`src/rtl/rom_load_ctrl.sv`:
```
// Loads a word stream into the ROM bank, re-reads the written range and compares checksums.
// Latency: one write per accepted word (registered, next cycle); verify costs 1+RD_LAT cycles/word.
// Backpressure: s_ready is high only in WRITE while words remain; abort drops it the next cycle.
module rom_load_ctrl #(
  parameter int         RD_LAT     = 1,
  parameter logic [1:0] MODE_READ  = 2'b00,
  parameter logic [1:0] MODE_WRITE = 2'b01
) (
  input  logic        CLK,
  input  logic        RST,
  input  logic        start,
  input  logic        abort,
  input  logic [10:0] base_addr,
  input  logic [11:0] length,
  input  logic        s_valid,
  output logic        s_ready,
  input  logic [15:0] s_data,
  output logic [10:0] rom_column_id,
  output logic [3:0]  rom_read_id,
  output logic [15:0] rom_in,
  output logic [1:0]  rom_mode,
  input  logic [15:0] rom_out,
  output logic        busy,
  output logic        done,
  output logic [1:0]  status
);

  typedef enum logic [2:0] {
    S_IDLE, S_WRITE, S_VISSUE, S_VWAIT, S_CHECK
  } state_t;

  localparam logic [1:0] LAT_LAST = 2'(RD_LAT - 1);

  state_t      state_q, state_d;
  logic [10:0] addr_q, addr_d;
  logic [10:0] base_q, base_d;
  logic [11:0] len_q, len_d;
  logic [11:0] cnt_q, cnt_d;
  logic [15:0] wsum_q, wsum_d;
  logic [15:0] rsum_q, rsum_d;
  logic [1:0]  lat_q, lat_d;
  logic [10:0] wcol_q, wcol_d;
  logic [15:0] in_q, in_d;
  logic [1:0]  mode_q, mode_d;
  logic        done_q, done_d;
  logic [1:0]  status_q, status_d;

  logic len_ok;
  logic hs;
  logic lat_last;

  assign len_ok   = (length != 12'd0) && (length <= 12'd2048);
  assign hs       = s_valid && s_ready;
  assign lat_last = (lat_q == LAT_LAST);

  // State register
  always_ff @(posedge CLK or posedge RST) begin
    if (RST) state_q <= S_IDLE;
    else     state_q <= state_d;
  end

  // Next-state logic; abort pulls any active state back to IDLE
  always_comb begin
    state_d = state_q;
    case (state_q)
      S_IDLE:   if (start && len_ok) state_d = S_WRITE;
      S_WRITE:  if (abort) state_d = S_IDLE;
                else if (cnt_q == 12'd0) state_d = S_VISSUE;
      S_VISSUE: state_d = abort ? S_IDLE : S_VWAIT;
      S_VWAIT:  if (abort) state_d = S_IDLE;
                else if (lat_last) state_d = (cnt_q == 12'd1) ? S_CHECK : S_VISSUE;
      S_CHECK:  state_d = S_IDLE;
      default:  state_d = S_IDLE;
    endcase
  end

  // Outputs: verify phases present the read address directly, otherwise the last write address
  always_comb begin
    s_ready       = (state_q == S_WRITE) && (cnt_q != 12'd0);
    busy          = (state_q != S_IDLE);
    rom_column_id = ((state_q == S_VISSUE) || (state_q == S_VWAIT)) ? addr_q : wcol_q;
    rom_read_id   = rom_column_id[10:7];
    rom_in        = in_q;
    rom_mode      = mode_q;
    done          = done_q;
    status        = status_q;
  end

  // Datapath next-state: address/count sequencing, checksums, write pulse, status
  always_comb begin
    addr_d   = addr_q;
    base_d   = base_q;
    len_d    = len_q;
    cnt_d    = cnt_q;
    wsum_d   = wsum_q;
    rsum_d   = rsum_q;
    lat_d    = lat_q;
    wcol_d   = wcol_q;
    in_d     = in_q;
    mode_d   = MODE_READ;
    done_d   = 1'b0;
    status_d = status_q;
    case (state_q)
      S_IDLE: begin
        if (start) begin
          if (len_ok) begin
            addr_d   = base_addr;
            base_d   = base_addr;
            len_d    = length;
            cnt_d    = length;
            wsum_d   = 16'd0;
            rsum_d   = 16'd0;
            status_d = 2'b00;
          end else begin
            status_d = 2'b11;
            done_d   = 1'b1;
          end
        end
      end
      S_WRITE: begin
        if (abort) begin
          status_d = 2'b10;
          done_d   = 1'b1;
        end else if (hs) begin
          wcol_d = addr_q;
          in_d   = s_data;
          mode_d = MODE_WRITE;
          addr_d = addr_q + 11'd1;
          wsum_d = wsum_q + s_data;
          cnt_d  = cnt_q - 12'd1;
        end else if (cnt_q == 12'd0) begin
          addr_d = base_q;
          cnt_d  = len_q;
          lat_d  = 2'd0;
        end
      end
      S_VISSUE: begin
        if (abort) begin
          status_d = 2'b10;
          done_d   = 1'b1;
        end else begin
          lat_d = 2'd0;
        end
      end
      S_VWAIT: begin
        if (abort) begin
          status_d = 2'b10;
          done_d   = 1'b1;
        end else if (lat_last) begin
          rsum_d = rsum_q + rom_out;
          addr_d = addr_q + 11'd1;
          cnt_d  = cnt_q - 12'd1;
          lat_d  = 2'd0;
        end else begin
          lat_d = lat_q + 2'd1;
        end
      end
      S_CHECK: begin
        status_d = abort ? 2'b10 : ((rsum_q == wsum_q) ? 2'b00 : 2'b01);
        done_d   = 1'b1;
      end
      default: ;
    endcase
  end

  // Datapath registers
  always_ff @(posedge CLK or posedge RST) begin
    if (RST) begin
      addr_q   <= '0;
      base_q   <= '0;
      len_q    <= '0;
      cnt_q    <= '0;
      wsum_q   <= '0;
      rsum_q   <= '0;
      lat_q    <= '0;
      wcol_q   <= '0;
      in_q     <= '0;
      mode_q   <= MODE_READ;
      done_q   <= 1'b0;
      status_q <= 2'b00;
    end else begin
      addr_q   <= addr_d;
      base_q   <= base_d;
      len_q    <= len_d;
      cnt_q    <= cnt_d;
      wsum_q   <= wsum_d;
      rsum_q   <= rsum_d;
      lat_q    <= lat_d;
      wcol_q   <= wcol_d;
      in_q     <= in_d;
      mode_q   <= mode_d;
      done_q   <= done_d;
      status_q <= status_d;
    end
  end

endmodule

```
`config.mk`:
```
export PLATFORM = sky130hd
export DESIGN_NAME = rom_load_ctrl
export DESIGN_NICKNAME = d
export VERILOG_FILES = /design/src/rtl/rom_load_ctrl.sv
export SDC_FILE = /design/constraint.sdc
export NUM_CORES = 1
export LEC_CHECK = 0
export BUFFER_PORTS_ARGS = -buffer_cell sky130_fd_sc_hd__buf_2
export CELL_PAD_IN_SITES_DETAIL_PLACEMENT = 0
export CELL_PAD_IN_SITES_GLOBAL_PLACEMENT = 1
export CORE_ASPECT_RATIO = 0.6
export CORE_MARGIN = 1
export CORE_UTILIZATION = 40
export DETAILED_ROUTE_END_ITERATION = 8
export PLACE_DENSITY_LB_ADDON = 0.3
export SYNTH_ARGS = -nofsm -noshare
export SYNTH_HDL_FRONTEND = slang
export SYNTH_SLANG_ARGS = --single-unit
export TNS_END_PERCENT = 30
```
`constraint.sdc`:
```
create_clock -name CLK -period 3.55 [get_ports CLK]
set_clock_uncertainty 0.2 [all_clocks]
set_input_delay 0.1775 -clock CLK [delete_from_list [all_inputs] [get_ports CLK]]
set_output_delay 0.1775 -clock CLK [all_outputs]
set_load 0.01 [all_outputs]
```
==> PnR_summary.wiki, run 1 <==
{| class="wikitable"
! Metric !! Value
|-
| Max-cap check violation count || 0
|-
| HPWL reported at the end of detailed placement || 12,930 um
|-
| Crit path kind || in2reg
|-
| Hold Path Cell Cnt || 4
|-
| Met3 WL || 891 um
|-
| Maximum number of buffers from clock root to sink || 2
|-
| Status || completed
|-
| Largest stage delay, worst path || 0.53 ns
|-
| Sequential fraction of design power || 35.1%
|-
| Uppermost layer routed || met4
|-
| Vias after detailed routing || 6,055
|-
| Yosys cell types || 56
|-
| Yosys synthesis warning count || 0
|-
| Peak Freq || 342.3 MHz
|-
| Clock sink count || 114
|-
| Most instantiated flip-flop cell in the synthesis netlist || sky130_fd_sc_hd__dfrtp_1
|-
| PortBufs || 96
|-
| Maximum number of pins on one net before global-route repair || 47
|-
| All-Layer GR Usage || 22.12%
|-
| Number of resized instances in the post-cts repair step || 0
|-
| Relative slew margins || 48.89%
|-
| Worst hold path type || in2reg
|-
| Max Fanout on Critical Path || 46
|-
| Arr. time, crit path || 3.02 ns
|-
| Post-route minimum period || 2.921 ns
|-
| Startpoint type of the worst setup path || input port
|-
| Clock latency at the later pin of the worst-skew pair || 0.43 ns
|-
| Residual DRC count || 0
|-
| Ratio of cells with drive above 1 in the final layout || 19.76%
|-
| Pin slew with the least headroom to its limit || 0.7597 ns
|-
| DR iter-0 viols || 496
|-
| FF-to-FF setup slack || 0.69 ns
|-
| Area of the core || 16,490 um^2
|-
| Share of the cycle needed by the critical path after routing || 82.30%
|-
| Slew Viols, Final || 0
|-
| Standard-cell row count || 36
|-
| Hold Violations, Final || 0
|-
| Ports placed on the boundary || 98
|-
| Post-layout worst setup margin || 0.6285 ns
|-
| Setup repair after global routing missed its margin || no
|-
| GR Overflow Total || 0
|-
| Signed area change from the synthesized netlist to the final layout || 23.95%
|-
| Worst-case reg-to-reg path depth || 7
|-
| Via density || 5.363
|-
| Clock Power Share || 25.1%
|-
| Placement Setup Slack || 0.7376 ns
|-
| Starting utilization of the core area || 41.61%
|-
| Worst IR Drop VDD || 0.3160 mV
|-
| Net count of the finished layout || 986
|-
| Cell Int Power || 4025 uW
|-
| Inserted Clock Buffers || 17
|-
| Logic pwr share || 39.7%
|-
| Critical path data required time || 3.65 ns
|-
| Number of iterations in the first detailed-routing pass || 5
|-
| Sequential area share after synthesis || 41.58%
|-
| Final setup violation count || 0
|-
| Total detailed-routing wirelength || 18,450 um
|-
| Net Sw Frac || 39.24%
|-
| Number of nets produced by synthesis || 858
|-
| Post-Synthesis Cells || 760
|-
| Metal-1 WL || 9911 um
|-
| Clk pin slew, worst setup/hold paths || 0.06 ns
|-
| Number of nets with antenna violations after routing || 0
|-
| Clk root buf || sky130_fd_sc_hd__clkbuf_16
|-
| Gp weighted congestion || 0.9038
|-
| Overall power of the completed layout || 6624 uW
|-
| Fraction of registers with async set/reset || 100.0%
|-
| Fillcell total || 1,564
|-
| Wire length of the first global-routing pass || 29,710 um
|-
| Hold Slack || 0.04922 ns
|-
| Destination of the worst register-to-register timing path || addr_q[4]
|-
| Launch instance of the worst min-delay path || rom_out[5]
|-
| Flip-flop and latch count after synthesis || 114
|-
| Clock tree from TritonCTS || yes
|-
| Level count of the clock H-tree || 4
|-
| Switching power summed over all nets || 2599 uW
|-
| Routed wire per std cell || 16.34 um
|-
| Amount of wire on met2 after detailed routing || 7404 um
|-
| Sink of the worst hold path || rsum_q[5]
|-
| Number of global-route vias before repair || 5,729
|-
| Setup tns final || 0 ns
|-
| Antenna violations before repair || 0
|-
| Number of enable-type register cells in the synthesized netlist || 0
|-
| Beginning of the worst register-to-register path || cnt_q[10]
|-
| Mapped Avg Cell Area || 9.027 um^2
|-
| Height of the die || 103.4 um
|-
| Floorplan die area || 17,700 um^2
|-
| Combined area of all synthesized cells || 6860 um^2
|-
| Capturing element type of the critical path || register
|-
| Pwr Density || 779.0 nW/um^2
|-
| Leakage power figure || 0.003933 uW
|-
| Post-CTS setup-driven buffer insertion count || 0
|-
| Cells traversed along the worst timing path || dlygate4sd3_1, buf_2, nor4_1, nand3_1, xor2_1, a31oi_1, or3_1, buf_4, a221o_2
|-
| Critical path's slowest cell || sky130_fd_sc_hd__dlygate4sd3_1
|-
| Die X-Extent || 171.1 um
|-
| Antenna Diode Count || 0
|}
Yosys cell counts (3+ instances only):
master                     instances  share of area (%)
sky130_fd_sc_hd__o211ai_1          4               0.44
sky130_fd_sc_hd__a222oi_1          6               0.88
sky130_fd_sc_hd__xnor2_1          31                4.0
sky130_fd_sc_hd__or3_1             3               0.27
sky130_fd_sc_hd__buf_2             9               0.66
sky130_fd_sc_hd__nand4_1           6               0.55
sky130_fd_sc_hd__dfrtp_1         114                 42
sky130_fd_sc_hd__nor3_1           13               0.95
sky130_fd_sc_hd__a21oi_1          53                3.9
sky130_fd_sc_hd__o21bai_1          4               0.44
sky130_fd_sc_hd__nand3_1          10               0.73
sky130_fd_sc_hd__buf_6             4               0.66
sky130_fd_sc_hd__xor2_1           16                2.0
sky130_fd_sc_hd__o21ai_0          73                5.3
sky130_fd_sc_hd__o31ai_1           4               0.44
sky130_fd_sc_hd__nor2_1           36                2.0
sky130_fd_sc_hd__ha_1             36                6.6
sky130_fd_sc_hd__o21ai_1          14                1.0
sky130_fd_sc_hd__a21o_1            5               0.55
sky130_fd_sc_hd__a211oi_1          5               0.55
sky130_fd_sc_hd__a22o_1            9                1.1
sky130_fd_sc_hd__nand2b_1          6               0.55
sky130_fd_sc_hd__nor2b_1           8               0.73
sky130_fd_sc_hd__nor3b_1           4               0.44
sky130_fd_sc_hd__buf_4             6               0.66
sky130_fd_sc_hd__clkbuf_1         15               0.82
sky130_fd_sc_hd__a31oi_1           6               0.55
sky130_fd_sc_hd__buf_1             4               0.22
sky130_fd_sc_hd__a211o_1           4               0.51
sky130_fd_sc_hd__mux2_2           34                5.6
sky130_fd_sc_hd__nor4_1            7               0.64
sky130_fd_sc_hd__a221oi_1          9                1.1
sky130_fd_sc_hd__nand2_1         143                7.8
sky130_fd_sc_hd__and2_1            5               0.46
sky130_fd_sc_hd__inv_1            20                1.1
sky130_fd_sc_hd__and3_1            7               0.64
per-stage QoR:
step / std cells / area (um^2) / utilization, %
after floorplan: 760 / 6860 / -
after global placement: 1053 / 7492 / 45.45
after detailed placement: 1053 / 7492 / 45.45
after CTS: 1129 / 8503 / 51.58
after global routing: 1129 / 8503 / 51.58
final: 1129 / 8503 / 51.58
cell families after synthesis:
kind of cell	share of synthesized area [%]
AO/OA/AOI/OAI	18.44
buffers and inverters	4.249
multiplexers	5.581
adder cells (fa/ha/maj)	7.149
XOR/XNOR	6.000
flip-flops	41.58
other	0.05466
AND/OR/NAND/NOR	16.94
registers in the layout, summed over array words and instances, names as in the netlist:
register,cells
addr_q,11
base_q,11
cnt_q,12
done,1
lat_q,2
len_q,12
rom_in,16
rom_mode,1
rsum_q,16
state_q,3
status,2
wcol_q,11
wsum_q,16
critical path: cells and delay by family:
kind	cells	cell delay, ns
compound gates	2	0.60
xor+xnor	1	0.31
buf+inv	3	0.94
simple gates	3	0.99
final cells by class:
type,count,area (um^2),share of cell area [%]
tap,228,285.3,3.355
timing repair buffer,149,1001,11.77
clock inverter,13,137.6,1.619
sequential,114,2853,33.55
inverter,20,77.57,0.9123
multi-input combinational,586,3716,43.70
clock buffer,19,432.9,5.091
worst max path at each step:
stage / cells past startpoint / slack, ns / to / startpoint
after global placement: 8 / 0.75 / cnt_q[5] / length[0]
after floorplan: 1 / 0.16 / addr_q[0] / RST
final: 9 / 0.63 / cnt_q[5] / length[0]
after CTS: 9 / 0.68 / cnt_q[5] / length[0]
after global routing: 10 / 0.52 / cnt_q[5] / length[0]
after detailed placement: 7 / 0.74 / addr_q[4] / cnt_q[4]
metal layers:
| layer | vias to the layer above | track usage (%) |
|---|---|---|
| met3 | 24 | 4.338 |
| met2 | 180 | 31.08 |
| met5 | - | 0 |
| li1 | 2955 | - |
| met1 | 2896 | 33.79 |
| met4 | 0 | 6.937 |
power by group through the flow:
stage / clock [uW] / sequential, uW / combinational (uW)
after floorplan: 0 / 2220 / 1930
after global placement: 0 / 2310 / 2500
after detailed placement: 0 / 2330 / 2560
after CTS: 1690 / 2320 / 2630
after global routing: 1740 / 2400 / 2960
final: 1660 / 2330 / 2630
cell usage in the layout, fill, tap and decap left out, types with 5 or more instances in the layout:
master,count
sky130_fd_sc_hd__a211oi_1,5
sky130_fd_sc_hd__a21o_1,5
sky130_fd_sc_hd__a21oi_1,53
sky130_fd_sc_hd__a221oi_1,9
sky130_fd_sc_hd__a222oi_1,6
sky130_fd_sc_hd__a22o_1,9
sky130_fd_sc_hd__a31oi_1,6
sky130_fd_sc_hd__and2_1,5
sky130_fd_sc_hd__and3_1,7
sky130_fd_sc_hd__buf_2,96
sky130_fd_sc_hd__buf_4,8
sky130_fd_sc_hd__clkbuf_16,17
sky130_fd_sc_hd__dfrtp_1,114
sky130_fd_sc_hd__dlygate4sd3_1,44
sky130_fd_sc_hd__ha_1,36
sky130_fd_sc_hd__inv_1,19
sky130_fd_sc_hd__mux2_2,34
sky130_fd_sc_hd__nand2_1,143
sky130_fd_sc_hd__nand2b_1,6
sky130_fd_sc_hd__nand3_1,10
sky130_fd_sc_hd__nand4_1,6
sky130_fd_sc_hd__nor2_1,36
sky130_fd_sc_hd__nor2b_1,8
sky130_fd_sc_hd__nor3_1,13
sky130_fd_sc_hd__nor4_1,7
sky130_fd_sc_hd__o21ai_0,73
sky130_fd_sc_hd__o21ai_1,14
sky130_fd_sc_hd__xnor2_1,31
sky130_fd_sc_hd__xor2_1,16
repair_timing:
action | in CTS | in global routing
endpoints found under the hold margin | 105 | 0
hold buffers | 44 | 0
setup endpoints to repair | 0 | 0
No activity file was read; power rests on OpenSTA's default activity.
==> run 2: changes to the inputs <==
- CORE_UTILIZATION: 40 -> 44
- clock period: 3.55 -> 2.9 ns (I/O delays scaled with it)
==> PnR_summary.wiki, run 2 (same netlist as run 1, synthesis figures left out) <==
{| class="wikitable"
! Metric !! Value
|-
| Share of the cycle needed by the critical path after routing || 92.07%
|-
| Pwr Density || 971.3 nW/um^2 (+25%)
|-
| Most frequent cells in the layout || sky130_fd_sc_hd__nand2_1 (143), sky130_fd_sc_hd__dfrtp_1 (114), sky130_fd_sc_hd__buf_2 (96)
|-
| Maximum number of pins on one net before global-route repair || 49 (+4.3%)
|-
| PortBufs || 96 (unchanged)
|-
| Final setup violation count || 0 (unchanged)
|-
| Launch instance of the worst min-delay path || rom_out[1]
|-
| Pin slew with the least headroom to its limit || 0.8185 ns (+0.05883 ns)
|-
| Max Fanout on Critical Path || 4 (-91%)
|-
| Total detailed-routing wirelength || 18,620 um (+0.96%)
|-
| Critical path data required time || 2.98 ns (-0.67 ns)
|-
| Post-route minimum period || 2.670 ns
|-
| Setup repair after global routing missed its margin || no
|-
| Gp weighted congestion || 0.8638 (-4.4%)
|-
| Startpoint type of the worst setup path || input port
|-
| Starting utilization of the core area || 46.21% (+4.6 points)
|-
| Number of global-route vias before repair || 5,875 (+2.5%)
|-
| Level count of the clock H-tree || 4 (unchanged)
|-
| DR iter-0 viols || 396 (-20%)
|-
| Slew Viols, Final || 0 (unchanged)
|-
| Number of iterations in the first detailed-routing pass || 5 (unchanged)
|-
| Setup tns final || 0 ns (unchanged)
|-
| Ratio of cells with drive above 1 in the final layout || 20.46% (+0.71 points)
|-
| Crit. Startpoint || s_data[0]
|-
| Wire length of the first global-routing pass || 30,480 um (+2.6%)
|-
| Worst hold path type || in2reg
|-
| All-Layer GR Usage || 24.35% (+2.2 points)
|-
| Antenna violations before repair || 0 (unchanged)
|-
| Routed wire per std cell || 16.90 um (+3.4%)
|-
| Status || completed
|-
| Clk root buf || sky130_fd_sc_hd__clkbuf_16
|-
| Number of nets with antenna violations after routing || 0 (unchanged)
|-
| Maximum number of buffers from clock root to sink || 2 (unchanged)
|-
| Standard-cell row count || 34 (-5.6%)
|-
| Hold Path Cell Cnt || 4 (unchanged)
|-
| Capturing element type of the critical path || register
|-
| Peak Freq || 374.5 MHz
|-
| Clock tree from TritonCTS || yes
|-
| Residual DRC count || 0 (unchanged)
|-
| Worst IR Drop VDD || 0.5141 mV (+63%)
|-
| Area of the core || 14,850 um^2 (-9.9%)
|-
| Hold Slack || 0.02574 ns (-0.02348 ns)
|-
| Leakage power figure || 0.003986 uW (+1.3%)
|-
| Vias after detailed routing || 6,086 (+0.51%)
|-
| Leading cell type in the layout, fill and taps excluded || sky130_fd_sc_hd__nand2_1
|-
| Inserted Clock Buffers || 17 (unchanged)
|-
| Via density || 5.523 (+3.0%)
|-
| Worst-case reg-to-reg path depth || 10 (+3)
|-
| Arr. time, crit path || 2.75 ns (-0.27 ns)
|-
| Die X-Extent || 163.2 um (-4.6%)
|-
| Antenna Diode Count || 0 (unchanged)
|-
| GR Overflow Total || 0 (unchanged)
|-
| Beginning of the worst register-to-register path || wsum_q[0]
|-
| Clk pin slew, worst setup/hold paths || 0.06 ns (about the same)
|-
| Net count of the finished layout || 989 (+0.30%)
|-
| Relative slew margins || 44.93% (-4.0 points)
|-
| HPWL reported at the end of detailed placement || 13,190 um (+2.0%)
|-
| Height of the die || 98.72 um (-4.6%)
|-
| Clock sink count || 114 (unchanged)
|-
| Signed area change from the synthesized netlist to the final layout || 25.21%
|-
| Hold Violations, Final || 0 (unchanged)
|-
| Floorplan die area || 16,110 um^2 (-9.0%)
|-
| Clock latency at the later pin of the worst-skew pair || 0.41 ns (-0.02 ns)
|-
| Ports placed on the boundary || 98 (unchanged)
|-
| Max-cap check violation count || 0 (unchanged)
|-
| Crit path kind || in2reg
|}
run 2: changes by cell type in the layout (fill, tap and decap cells not counted), moves of 2 or more:
cell	delta
sky130_fd_sc_hd__buf_12	+3
sky130_fd_sc_hd__inv_6	+4
sky130_fd_sc_hd__clkbuf_1	-2
sky130_fd_sc_hd__clkinv_2	-4
sky130_fd_sc_hd__clkinv_4	+2
run 2: repair_timing:
action | 4_1_cts | 5_1_grt
hold buffers | 44 | 0
resized for setup | 0 | 2
hold endpoints to repair | 98 | 0
endpoints found under the setup margin | 0 | 15
setup buffers | 0 | 0
run 2: cell type report:
class | count | area [um^2]
Clock buffer | 17 | 425.4
Clock inverter | 15 | 196.4
Fill cell | 1313 | 6257
Inverter | 20 | 78.83
Multi-Input combinational cell | 586 | 3727
Sequential cell | 114 | 2853
Tap cell | 198 | 247.7
Timing Repair Buffer | 152 | 1061
run 2: worst max-delay path, stage by stage:
cell,delay (ns)
sky130_fd_sc_hd__dlygate4sd3_1,0.54
sky130_fd_sc_hd__buf_2,0.14
sky130_fd_sc_hd__ha_1,0.23
sky130_fd_sc_hd__inv_1,0.08
sky130_fd_sc_hd__fa_1,0.20
sky130_fd_sc_hd__nor2b_1,0.07
sky130_fd_sc_hd__o31a_1,0.29
sky130_fd_sc_hd__o311ai_0,0.40
sky130_fd_sc_hd__a21oi_1,0.20
sky130_fd_sc_hd__a21oi_1,0.21
sky130_fd_sc_hd__xor2_1,0.16
sky130_fd_sc_hd__o21ai_0,0.08
run 2: power by group:
part	internal (uW)	leakage (uW)	switching, uW
Combinational	1470	0.00224	1790
Sequential	2240	0.00145	624
Clock	1380	0.000301	845
Total	5080	0.00399	3260
run 2: through the flow:
| stage | instance area, um^2 | setup WS, ns | instances | total power (uW) | util [%] |
|---|---|---|---|---|---|
| floorplan | 6864 | 0.5988 | 760 | 5080 | - |
| global placement | 7516 | 0.2170 | 1026 | 5937 | 50.62 |
| detailed placement | 7516 | 0.1546 | 1026 | 6040 | 50.62 |
| CTS | 8578 | 0.03880 | 1102 | 8346 | 57.78 |
| global route | 8589 | 0.005709 | 1102 | 8936 | 57.85 |
| finish | 8589 | 0.2300 | 1102 | 8343 | 57.85 |
run 2: worst paths after layout:
kind                       slack (ns)         end
min in group asynchronous        0.22    cnt_q[5]
max in group asynchronous        1.58   base_q[9]
setup reg to reg                 0.23  wsum_q[14]
setup / recovery                 0.23  wsum_q[14]
hold / removal                   0.03   rsum_q[1]
hold reg to reg                  0.27   rom_in[6]
run 2: layer usage:
metal	share of wire (%)	vias to the layer above	track usage (%)
met1	52	2925	37.38
met5	0	-	0
met2	42	185	34.88
met4	0.92	0	6.758
met3	5.7	16	4.125
li1	-	2960	-
